[config.mk]
export PLATFORM = sky130hd
export DESIGN_NAME = instruction_fetch
export DESIGN_NICKNAME = d
export VERILOG_FILES = /design/src/rtl/instruction_fetch.sv
export SDC_FILE = /design/constraint.sdc
export NUM_CORES = 1
export LEC_CHECK = 0
export CORE_ASPECT_RATIO = 1.1
export CORE_MARGIN = 2
export CORE_UTILIZATION = 47
export CTS_CLUSTER_DIAMETER = 200
export DETAILED_ROUTE_END_ITERATION = 10
export GPL_TIMING_DRIVEN = 0
export PLACE_DENSITY = 0.79
export REMOVE_ABC_BUFFERS = 1
export SLEW_MARGIN = 20
export SYNTH_ARGS = -nofsm -noshare
export SYNTH_HDL_FRONTEND = slang
export SYNTH_SLANG_ARGS = --single-unit
[constraint.sdc]
create_clock -name clk -period 2.6 [get_ports clk]
set_input_delay 0.78 -clock clk [delete_from_list [all_inputs] [get_ports clk]]
set_output_delay 0.78 -clock clk [all_outputs]
set_load 0.005 [all_outputs]
[src/rtl/instruction_fetch.sv]
// Instruction-fetch stage: PC register, synchronous imem interface, IF/ID pipeline register,
// and a one-entry skid buffer that holds the in-flight memory response across stalls.
module instruction_fetch #(
    parameter logic [31:0] RESET_PC = 32'h0000_0000,
    parameter logic [31:0] NOP_INST = 32'h0000_0000
) (
    input  logic        clk,
    input  logic        rst,
    input  logic        stall,
    input  logic        branchTaken,
    input  logic [31:0] branchTarget,
    output logic [31:0] imemAddr,
    input  logic [31:0] imemData,
    output logic [31:0] instOut,
    output logic [31:0] pc4Out,
    output logic        validOut
);

    logic [31:0] pc_q, pc_d;
    logic        fetch_valid_q, fetch_valid_d;
    logic [31:0] fetch_pc4_q, fetch_pc4_d;
    logic        skid_valid_q, skid_valid_d;
    logic [31:0] skid_inst_q, skid_inst_d;
    logic [31:0] skid_pc4_q, skid_pc4_d;
    logic [31:0] inst_q, inst_d;
    logic [31:0] pc4_q, pc4_d;
    logic        valid_q, valid_d;

    logic [31:0] pc_plus4;
    logic        src_valid;
    logic [31:0] src_inst;
    logic [31:0] src_pc4;

    // Word alignment is forced, so the low target bits carry no information.
    logic unused_target_bits;
    assign unused_target_bits = ^branchTarget[1:0];

    assign pc_plus4 = pc_q + 32'd4;

    // A parked skid entry is older than the response arriving now, so it goes first.
    assign src_valid = skid_valid_q | fetch_valid_q;
    assign src_inst  = skid_valid_q ? skid_inst_q : imemData;
    assign src_pc4   = skid_valid_q ? skid_pc4_q  : fetch_pc4_q;

    always_comb begin
        pc_d          = pc_q;
        fetch_valid_d = fetch_valid_q;
        fetch_pc4_d   = fetch_pc4_q;
        skid_valid_d  = skid_valid_q;
        skid_inst_d   = skid_inst_q;
        skid_pc4_d    = skid_pc4_q;
        inst_d        = inst_q;
        pc4_d         = pc4_q;
        valid_d       = valid_q;

        if (branchTaken) begin
            pc_d          = {branchTarget[31:2], 2'b00};
            fetch_valid_d = 1'b0;
            skid_valid_d  = 1'b0;
            inst_d        = NOP_INST;
            pc4_d         = 32'd0;
            valid_d       = 1'b0;
        end else if (stall) begin
            if (fetch_valid_q && !skid_valid_q) begin
                skid_valid_d = 1'b1;
                skid_inst_d  = imemData;
                skid_pc4_d   = fetch_pc4_q;
            end
            // The held PC is re-presented; its response next cycle is a duplicate.
            fetch_valid_d = 1'b0;
        end else begin
            valid_d       = src_valid;
            inst_d        = src_valid ? src_inst : NOP_INST;
            pc4_d         = src_valid ? src_pc4 : 32'd0;
            skid_valid_d  = 1'b0;
            fetch_valid_d = 1'b1;
            fetch_pc4_d   = pc_plus4;
            pc_d          = pc_plus4;
        end
    end

    always_ff @(posedge clk) begin
        if (rst) begin
            pc_q          <= RESET_PC;
            fetch_valid_q <= 1'b0;
            fetch_pc4_q   <= 32'd0;
            skid_valid_q  <= 1'b0;
            skid_inst_q   <= 32'd0;
            skid_pc4_q    <= 32'd0;
            inst_q        <= NOP_INST;
            pc4_q         <= 32'd0;
            valid_q       <= 1'b0;
        end else begin
            pc_q          <= pc_d;
            fetch_valid_q <= fetch_valid_d;
            fetch_pc4_q   <= fetch_pc4_d;
            skid_valid_q  <= skid_valid_d;
            skid_inst_q   <= skid_inst_d;
            skid_pc4_q    <= skid_pc4_d;
            inst_q        <= inst_d;
            pc4_q         <= pc4_d;
            valid_q       <= valid_d;
        end
    end

    assign imemAddr = pc_q;
    assign instOut  = inst_q;
    assign pc4Out   = pc4_q;
    assign validOut = valid_q;

endmodule

Word-level counts from Yosys, hierarchy flattened
Cells that the tools add are included.

operators by class
  equality and inequality tests = 1
  add/sub/neg operators = 1
  mux-type cells = 7
  reductions and logical operators = 6
  bitwise gates (word level) = 3

operators with widths
  cell                                                             number
  32-bit 2-to-1 mux                                                6
  32-bit by 3-bit adder with 32-bit output, second input constant  1
  3-bit AND reduction                                              1
  3-bit OR reduction                                               1
  2-bit by 1-bit != test with 1-bit output, second input constant  1
  1-bit NOT                                                        2
  2-bit AND reduction                                              1
  2-bit OR reduction                                               1
  1-bit logical AND                                                1
  1-bit logical NOT                                                1
  1-bit 2-to-1 mux                                                 1
  1-bit OR                                                         1

word-level totals
  bits in registers = 195
  logic and storage cells = 28
  bits of input ports = 68

Depth between registers and ports, before layout
Gate-level depths: netlist of run 1.

  word-level depth = 3
  gate-level depth with buffers = 7
  depth with buffers taken out = 5

Least setup slack after synthesis of run 1
No wires, ideal clock.

  path kind = input to register
  start point = input port stall
  end point = register pc_q[25], in the netlist imemAddr[25]
  library setup time = 0.091 ns
  path buffers = 2
  cell stages on the path = 6
  required time = 2.509 ns
  arrival = 2.535 ns
  slack = -0.026 ns
  path through = clkbuf_1 > nand4b_1 > or4_4 > buf_6 > or4_1 > a311oi_1

on the way
  cells in the longest elaborated chain, start to end = 1

ends and longest elaborated chain
  element                                             line  RTL
  from (decl)                                         9     input logic stall,
  2-bit by 1-bit != test with 1-bit output (no line)  n/a
  to (signal assigned)                                94    pc_q <= pc_d;
  to (decl)                                           19    logic [31:0] pc_q, pc_d;

Every way passes these cells.
A chain may end at the register's enable or synchronous reset.

Worst setup path in the final report of run 1
Same ends and word-level chain as after synthesis.

==> summary.md, run 1 <==
| Metric | Value |
|---|---|
| Status | finished, final reports clean |
| CP startpoint kind | input pin |
| Clock power frac | 42.4% |
| Setup TNS | 0 ns |
| Largest net degree at the start of global routing | 93 |
| Initial antenna violation count | 0 |
| DR vias | 8438 |
| IO Pins | 165 |
| Starting DRT DRC Count | 953 |
| Ys flop type | dfxtp_1 |
| Sw Pwr | 1510 uW |
| DRT Pass-1 Iters | 6 |
| Worst slew pin tran | 0.767 ns |
| Synth Area in Simple Gates | 28.6% |
| Share of layout cells above drive strength 1 | 6.62% |
| # rows | 51 |
| Syn avg cell area | 7.67 sq um |
| Yosys warnings | 0 |
| Sw Share | 23.9% |
| Detail Route Antenna Nets | 0 |
| Initial Util | 47.9% |
| Placed cell count | 1418 |
| Filler cells | 1599 |
| Critical path arrival | 2.90 ns |
| Max Slew Vio Count | 0 |
| Routability congestion estimate | 0.911 |
| Die X-Extent | 132 um |
| Cell-internal power | 4790 uW |
| Seq cells post-synth | 187 |
| Pwr per Cell Area | 569 nW/um^2 |
| Num CTS Buffers | 17 |
| Sinks on Clock Net | 187 |
| First-pass GRT wire length | 38600 um |
| Async set-reset flop share out of synthesis | 0% |
| Adder-cell share of the synthesized area | 0.147% |
| Comb pwr share | 9.2% |
| Commonest non-fill, non-tap cell in the layout | nand2_1 |
| Mux cell area share after synthesis | 0.118% |
| CORE AREA | 17700 sq um |
| H-tree level count | 4 |
| Post-Syn Area | 8500 sq um |
| Worst Path Required | 2.94 ns |
| Non-filler cells, final | 1462 |
| Total gr overflow | 0 |
| Syn Inst Count | 1109 |
| Layout Nets | 1280 |
| Worst skew pair latency | 0.43 ns |
| Diodes inserted | 0 |
| Root Driver | clkbuf_16 |
| Die Ht | 145 um |
| Vias per cell | 5.77 |
| Worst R2R Setup Slack | 0.05 ns |
| CP Capture Type | flop |
| Multi-input logic area | 4370 sq um |
| Crit share post-route | 98.6% |
| Reg2Reg Depth | 4 |
| Tmin final | 2.56 ns |
| CTS tree | built |
| Hold path cells | 2 |
| Crit Reg-Reg Endpoint | imemAddr[30] |
| Overall routing resource usage | 24.2% |
| DRT Wirelength | 24400 um |
| Worst hold path class | flop to flop |
| HPWL after DPL | 14900 um |
| Number of global-route vias before repair | 7574 |
| Relative slew slack | 48.4% |
| F_max | 0.390 GHz |
| Port Buffers | 158 |
| Seq/Total Area, Yosys | 44.0% |
| Post-synth EDFFs | 0 |
| Kind of critical path | input pin to flop |
| Clk_skew | 0.00893 ns |
| Maximum vdd drop | 0.000474 V |
| Largest family of logic cells by synthesized area | simple AND/OR/NAND/NOR gates |
| Max Root-Sink Buffers | 2 |
| Drt wl/cell | 16.7 um |
| Critical Path Fanout Max | 93 |
| Final setup violation count | 0 |
| Hold endpoint | skid_pc4_q[21] |
| Endpoints failing hold | 0 |
| DRC errors left | 0 |
| LEAKAGE | 0.00342 uW |
| Register area | 3750 sq um |
| Launching point of the worst reg2reg path | imemAddr[5] |
| Synth Area in XOR/XNOR | 1.96% |
| Distinct cells, synth | 52 |
| Synth Area in Compound Gates | 19.8% |
| Reg clk slew, reported paths | 0.07 ns |
| Die area | 19200 sq um |
| Origin of the worst min-delay path | skid_pc4_q[21] |
| Max-cap violations | 0 |
| Flop pwr share | 48.4% |
| Most frequent cells in the layout | nand2_1 (212), a21oi_1 (197), dfxtp_1 (184) |
| P&R area growth vs syn | 30.1% |
| RSZ-0062 raised after global routing | yes |
## area by class of cell
type | instances | share of cell area, %
clock buffers | 24 | 4.55
clock inverters | 8 | 0.962
inverters | 5 | 0.170
multi-input cells | 815 | 39.5
flip-flops and latches | 187 | 33.9
well taps | 238 | 2.69
repair buffers | 185 | 18.2
## critical path, stage by stage
cell and delay, ns:
buf_12 0.20, buf_16 0.21, nand4b_1 0.32, or4_4 0.62, or4_1 0.48, a311oi_1 0.26
## flip-flops by register name, summed over array words and instances, names as in the netlist
register and count:
fetch_pc4_q 30, fetch_valid_q 1, imemAddr 30, instOut 32
pc4Out 30, skid_inst_q 32, skid_pc4_q 30, skid_valid_q 1
validOut 1
## cells by family (layout without fill, tap and decap cells)
kind of cell,after synthesis,after routing
buffers and inverters,112,222
AOI/OAI and AO/OA,287,287
adders and majority gates,1,1
DFF,187,187
muxes,1,1
and+or+nand+nor,501,503
other,1,4
xor gates and xnor gates,19,19
## worst max path at each step
| stage | slack [ns] | endpoint | start | depth (start not counted) |
|---|---|---|---|---|
| floorplan | -3.55 | skid_inst_q[0] | fetch_valid_q | 3 |
| global placement | -10.78 | skid_inst_q[1] | stall | 4 |
| detailed placement | -1.20 | skid_inst_q[16] | branchTaken | 7 |
| CTS | 0.01 | skid_inst_q[16] | branchTaken | 7 |
| global route | -0.05 | imemAddr[23] | stall | 6 |
| finish | 0.04 | imemAddr[25] | stall | 6 |
## Yosys cell counts (all sizes together) (2+ instances only)
library cell | number | area, sq um
or2 | 3 | 18.8
clkbuf | 90 | 338
nor3b | 3 | 22.5
o21ai | 16 | 80.1
nand3 | 10 | 50.1
nor2b | 2 | 12.5
and4 | 6 | 52.6
buf | 17 | 98.9
nor2 | 123 | 462
a311oi | 30 | 263
nand4b | 5 | 43.8
o31a | 2 | 18.8
a2111oi | 3 | 27.5
and3 | 4 | 25.0
nand2 | 213 | 800
xnor2 | 14 | 123
nand3b | 62 | 465
dfxtp | 187 | 3740
a211oi | 16 | 120
or3 | 17 | 109
a21oi | 197 | 986
o311ai | 3 | 26.3
nand4 | 11 | 75.1
or4 | 18 | 143
inv | 5 | 18.8
nor3 | 9 | 45.0
o31ai | 14 | 105
xor2 | 5 | 43.8
and2 | 3 | 18.8
nor4 | 8 | 50.1
## power by group through the flow
stage	clock [uW]	combinational [uW]	sequential, uW
floorplan	0	198	3090
global placement	0	512	3120
detailed placement	0	552	3110
CTS	2710	565	3040
global route	2840	626	3060
finish	2670	578	3050
## routing by layer
layer | up-vias | share of wire (%) | global-route usage, %
met4 | 0 | 2.3 | 8.82
met1 | 3956 | 43 | 31.7
li1 | 4084 | - | -
met3 | 47 | 6.2 | 3.56
met5 | - | 0 | 0
met2 | 351 | 48 | 40.7
## stage by stage
stage	power, uW	util, %	cell area [sq um]	setup slack (ns)	hold slack (ns)
floorplan	3290	-	8080	-3.55	0.430
global placement	3630	56.1	9950	-10.78	0.441
detailed placement	3660	58.0	10300	-1.20	0.447
CTS	6320	61.7	11000	0.00963	0.456
global route	6520	62.3	11100	-0.0509	0.469
finish	6300	62.3	11100	0.0362	0.453
## what timing repair did
action                                  in CTS  in global routing
gates resized for setup                      4                  6
pin swaps                                    3                  3
hold buffers                                 0                  0
endpoints found under the setup margin      97                 30
endpoints found under the hold margin        0                  0
setup buffers                                2                  6
cloned                                       1                  3
Note: power is estimated with default switching activity, not from simulation.
==> run 2, diff against run 1 <==
ABC_AREA = 1   (was not set)
CORE_UTILIZATION = 46   (was 47)
==> run 2 against run 1 <==
- setup slack improved by 0.061 ns
- clock power decreased by 8.6%
- total power is 3.1% lower
- combinational power rose by 9.5%
- via count is 11% lower
- synthesized cell count shrank 2.3%
- routed wire length shrank 8.0%
- sequential cell count stayed put
- final area is 7.3% lower
- hold slack gained 0.012 ns
- critical path type unchanged
- highest routed layer unchanged
==> summary.md, run 2 <==
| Metric | Value |
|---|---|
| Post-Syn Area | 7910 sq um |
| Share of layout cells above drive strength 1 | 7.75% |
| Initial antenna violation count | 0 |
| Count leader, synth | nand2_1 |
| Diodes inserted | 0 |
| IO Pins | 165 |
| Port Buffers | 158 |
| Max Root-Sink Buffers | 2 |
| Commonest non-fill, non-tap cell in the layout | nand2_1 |
| Area leader, netlist | dfxtp_1 |
| Largest net degree at the start of global routing | 67 |
| Critical path arrival | 2.84 ns |
| Clk_skew | 0.00806 ns |
| HPWL after DPL | 14000 um |
| DRT Wirelength | 22400 um |
| DR vias | 7484 |
| Setup TNS | 0 ns |
| Max Slew Vio Count | 0 |
| CP Capture Type | flop |
| Fin Hold WS | 0.466 ns |
| DRC errors left | 0 |
| Final setup violation count | 0 |
| CP startpoint | stall |
| Endpoints failing hold | 0 |
| LEAKAGE | 0.00362 uW |
| Multi-input logic area | 3680 sq um |
| RSZ-0062 raised after global routing | yes |
| Drt wl/cell | 15.5 um |
| Max-cap violations | 0 |
| Critical Path Fanout Max | 66 |
| Worst R2R Setup Slack | 0.27 ns |
| Commonest cells post-synth | nand2_1 (222), a21oi_1 (187), dfxtp_1 (187) |
| Tmin final | 2.50 ns |
| Starting DRT DRC Count | 471 |
| Syn avg cell area | 7.31 sq um |
| Register area | 3750 sq um |
| Worst Path Required | 2.94 ns |
| Yosys warnings | 0 |
| Most frequent cells in the layout | nand2_1 (222), a21oi_1 (187), dfxtp_1 (186) |
| CP startpoint kind | input pin |
| Number of global-route vias before repair | 6923 |
| Detail Route Antenna Nets | 0 |
| Non-filler cells, final | 1447 |
| Finished Cell Area | 10300 sq um |
| Maximum vdd drop | 0.000463 V |
| Total gr overflow | 0 |
| Pwr per Cell Area | 595 nW/um^2 |
| Syn Inst Count | 1083 |
| Synth area leaders | dfxtp_1 (47%), a21oi_1 (12%), nand2_1 (11%), o21ai_0 (8.6%), nor2_1 (6.1%) |
| Ys flop type | dfxtp_1 |
| Worst slew pin tran | 0.810 ns |
| Filler cells | 1540 |
| Placed cell count | 1413 |
| Kind of critical path | input pin to flop |
| DRT Pass-1 Iters | 6 |
| Post-synth EDFFs | 0 |
| P&R area growth vs syn | 29.6% |
| First-pass GRT wire length | 35000 um |
| DP Area | 9660 sq um |
| Critical Path End | skid_inst_q[9] |
| Layout Nets | 1269 |
| H-tree level count | 4 |
| Async set-reset flop share out of synthesis | 0% |
| Die X-Extent | 129 um |
| Crit share post-route | 96.3% |
| # rows | 50 |
| Die Ht | 142 um |
| Die area | 18300 sq um |
| CTS Hold Bufs | 0 |
| Reg clk slew, reported paths | 0.06 ns |
| Vias per cell | 5.17 |
| F_max | 0.400 GHz |
| Reg2Reg Depth | 7 |
| Seq/Total Area, Yosys | 47.3% |
| Worst skew pair latency | 0.42 ns |
| Num CTS Buffers | 17 |
| Distinct cells, synth | 33 |
| Area share of the largest cell type after synthesis | 47.3% |
| Relative slew slack | 46.0% |
| CTS tree | built |
| Power Total | 6100 uW |
| CORE AREA | 17000 sq um |
| Overall routing resource usage | 24.0% |
| Sinks on Clock Net | 187 |
| Seq cells post-synth | 187 |
| Status | finished, final reports clean |
| Root Driver | clkbuf_16 |
| Crit Reg-Reg Endpoint | skid_inst_q[9] |
| Routability congestion estimate | 0.891 |
| Launching point of the worst reg2reg path | skid_valid_q |
| Worst hold path class | flop to flop |
| Initial Util | 46.7% |
==> run 2: final cells by class <==
type                    count  area share [%]
flip-flops and latches    187            36.5
multi-input cells         777            35.9
repair buffers            166            17.2
clock buffers              21            4.59
well taps                 234            2.86
inverters                  51            2.04
clock inverters            11           0.854
==> run 2: critical path: stages <==
cell,delay [ns]
buf_4,0.36
inv_6,0.28
nor2_8,0.37
nand2_8,0.33
clkinv_8,0.36
nand2_1,0.10
a21oi_1,0.17
==> run 2: worst min path at each step <==
stage,depth (start not counted),slack (ns),end,start
6_report,2,0.47,skid_inst_q[14],skid_inst_q[14]
5_1_grt,2,0.49,skid_inst_q[14],skid_inst_q[14]
4_1_cts,2,0.47,skid_inst_q[16],skid_inst_q[16]
3_5_place_dp,2,0.46,skid_inst_q[16],skid_inst_q[16]
3_3_place_gp,2,0.45,skid_inst_q[30],skid_inst_q[30]
2_1_floorplan,2,0.44,skid_inst_q[12],skid_inst_q[12]
==> run 2: power breakdown <==
group	leakage (uW)	internal (uW)	total [uW]	switching, uW
clock network	0.000274	1310	2440	1130
registers	0.00152	2950	3030	78.4
logic	0.00182	304	633	328
==> run 2: repair_timing <==
action / CTS / global route
setup buffers: 0 / 0
cloned: 0 / 2
pin swaps: 0 / 2
resized for setup: 3 / 1
setup endpoints to repair: 62 / 39
==> run 2: logic make-up (layout without fill, tap and decap cells) <==
family / count (synthesis) / count (layout) / synth area share [%]
AO/OA/AOI/OAI: 345 / 345 / 22.5
adder cells (fa/ha/maj): 1 / 1 / 0.158
buffers and inverters: 124 / 249 / 6.66
flip-flops: 187 / 187 / 47.3
XOR/XNOR: 6 / 6 / 0.664
AND/OR/NAND/NOR: 419 / 421 / 22.6
other: 1 / 4 / 0.0474
==> run 2: routing by layer <==
layer	vias up	share of wire (%)	track usage, %	routed length [um]
met5	-	0	0	0
met4	0	2.5	8.98	567
met3	36	6.0	4.60	1350
met2	257	48	40.9	10700
met1	3399	44	30.1	9760
li1	3792	-	-	-
==> run 2: per-stage QoR <==
step	setup slack, ns	util [%]
2_1_floorplan	-0.852	-
3_3_place_gp	-5.79	55.8
3_5_place_dp	-1.29	57.0
4_1_cts	0.0407	60.4
5_1_grt	0.00118	60.5
6_report	0.0973	60.5
==> run 3, diff against run 2 <==
SKIP_CTS_REPAIR_TIMING = 1   (was not set)
==> run 3 against run 2 <==
- sequential share of layout area unchanged
- non-clock buffer count is the same
- register-to-register slack improved by 0.02 ns
- sequential cell count stayed put
- hold slack improved by 0.00079 ns
- fmax increased by 0.88%
- total power about the same
- critical path depth did not move
- clock power barely moved
- sequential power hardly changed
- global-route usage about the same
==> summary.md, run 3 (synthesis results as in run 2) <==
| Metric | Value |
|---|---|
| Status | finished, final reports clean |
| RSZ-0062 raised after global routing | no |
| Commonest non-fill, non-tap cell in the layout | nand2_1 |
| Non-filler cells, final | 1447 |
| Kind of critical path | input pin to flop |
| Sinks on Clock Net | 187 |
| Starting DRT DRC Count | 460 |
| Number of global-route vias before repair | 6902 |
| CP Capture Type | flop |
| Worst slew pin tran | 0.799 ns |
| Placed cell count | 1413 |
| Vias per cell | 5.23 |
| Die area | 18300 sq um |
| F_max | 0.403 GHz |
| P&R area growth vs syn | 29.6% |
| Drt wl/cell | 15.5 um |
| Met3 usage | 4.60% |
| Worst Path Required | 2.95 ns |
| HPWL after DPL | 14000 um |
| Max Root-Sink Buffers | 2 |
| DRT Wirelength | 22400 um |
| H-tree level count | 4 |
| Port Buffers | 158 |
| Layout Nets | 1269 |
| First-pass GRT wire length | 34900 um |
| Pwr per Cell Area | 595 nW/um^2 |
| Tmin final | 2.48 ns |
| Die X-Extent | 129 um |
| IO Pins | 165 |
| Endpoints failing hold | 0 |
| Clk_skew | 0.00868 ns |
| Root Driver | clkbuf_16 |
| Crit share post-route | 95.4% |
| Worst hold path class | flop to flop |
| Detail Route Antenna Nets | 0 |
| Diodes inserted | 0 |
| Initial Util | 46.7% |
| Critical Path Fanout Max | 66 |
| Most frequent cells in the layout | nand2_1 (222), a21oi_1 (187), dfxtp_1 (186) |
| Worst R2R Setup Slack | 0.29 ns |
| # rows | 50 |
| Initial antenna violation count | 0 |
| Largest net degree at the start of global routing | 67 |
| LEAKAGE | 0.00362 uW |
| Met1 Use GR | 30.1% |
| CP startpoint kind | input pin |
| Hold path cells | 2 |
| Final setup violation count | 0 |
| Relative slew slack | 46.7% |
| DR vias | 7565 |
| DP Area | 9660 sq um |
| CTS tree | built |
| CORE AREA | 17000 sq um |
| Overall routing resource usage | 23.9% |
| Fin Hold WS | 0.466 ns |
| Reg clk slew, reported paths | 0.07 ns |
| Worst skew pair latency | 0.42 ns |
| Max-cap violations | 0 |
| DRC errors left | 0 |
| DRT Pass-1 Iters | 5 |
| Routability congestion estimate | 0.891 |
| Share of layout cells above drive strength 1 | 7.75% |
| Finished Cell Area | 10300 sq um |
| M2 GR Usage | 40.7% |
| Maximum vdd drop | 0.000464 V |
| Critical path arrival | 2.84 ns |
| Num CTS Buffers | 17 |
| Total gr overflow | 0 |
| GR peak layer | met2 |
| Die Ht | 142 um |
| Reg2Reg Depth | 7 |
| Max Slew Vio Count | 0 |
run 3: cell counts in the layout (fill, tap and decap cells not counted):
Identical to the previous run, type by type.
run 3: worst max-delay path, stage by stage:
cell	delay (ns)
buf_4	0.36
inv_6	0.27
nor2_8	0.38
nand2_8	0.34
clkinv_8	0.34
nor2_1	0.09
nor2_1	0.13
run 3: routing by layer:
layer | wire, um | part of all wire, % | vias up
li1 | - | - | 3793
met1 | 9750 | 44 | 3458
met2 | 10600 | 48 | 274
met3 | 1420 | 6.3 | 40
met4 | 584 | 2.6 | 0
met5 | 0 | 0 | -
run 3: final timing paths:
| check | from | to |
|---|---|---|
| setup reg to reg | skid_valid_q | skid_pc4_q[7] |
| hold reg to reg | skid_inst_q[26] | skid_inst_q[26] |
| setup / recovery | stall | skid_pc4_q[7] |
| hold / removal | skid_inst_q[26] | skid_inst_q[26] |
run 3: cell type report:
cell class              count  area [sq um]
repair buffers            166          1760
well taps                 234           293
multi-input cells         777          3680
clock inverters            11          87.6
inverters                  51           209
clock buffers              21           470
fillers                  1540          6700
flip-flops and latches    187          3750
run 3: metrics by stage:
stage | utilization [%] | total power (uW) | TNS [ns] | setup slack [ns]
3_5_place_dp | 57.0 | 3720 | -81.66 | -1.29
2_1_floorplan | - | 3330 | -52.48 | -0.852
3_3_place_gp | 55.8 | 3690 | -768.31 | -5.79
6_report | 60.5 | 6110 | 0 | 0.119
4_1_cts | 60.3 | 6140 | -50.07 | -0.894
5_1_grt | 60.5 | 6350 | 0 | 0.0153
run 3: power by group:
group          total, uW  internal [uW]  switching (uW)  leakage [uW]
registers           3030           2950            78.1       0.00152
clock network       2440           1310            1130      0.000274
logic                633            304             328       0.00182
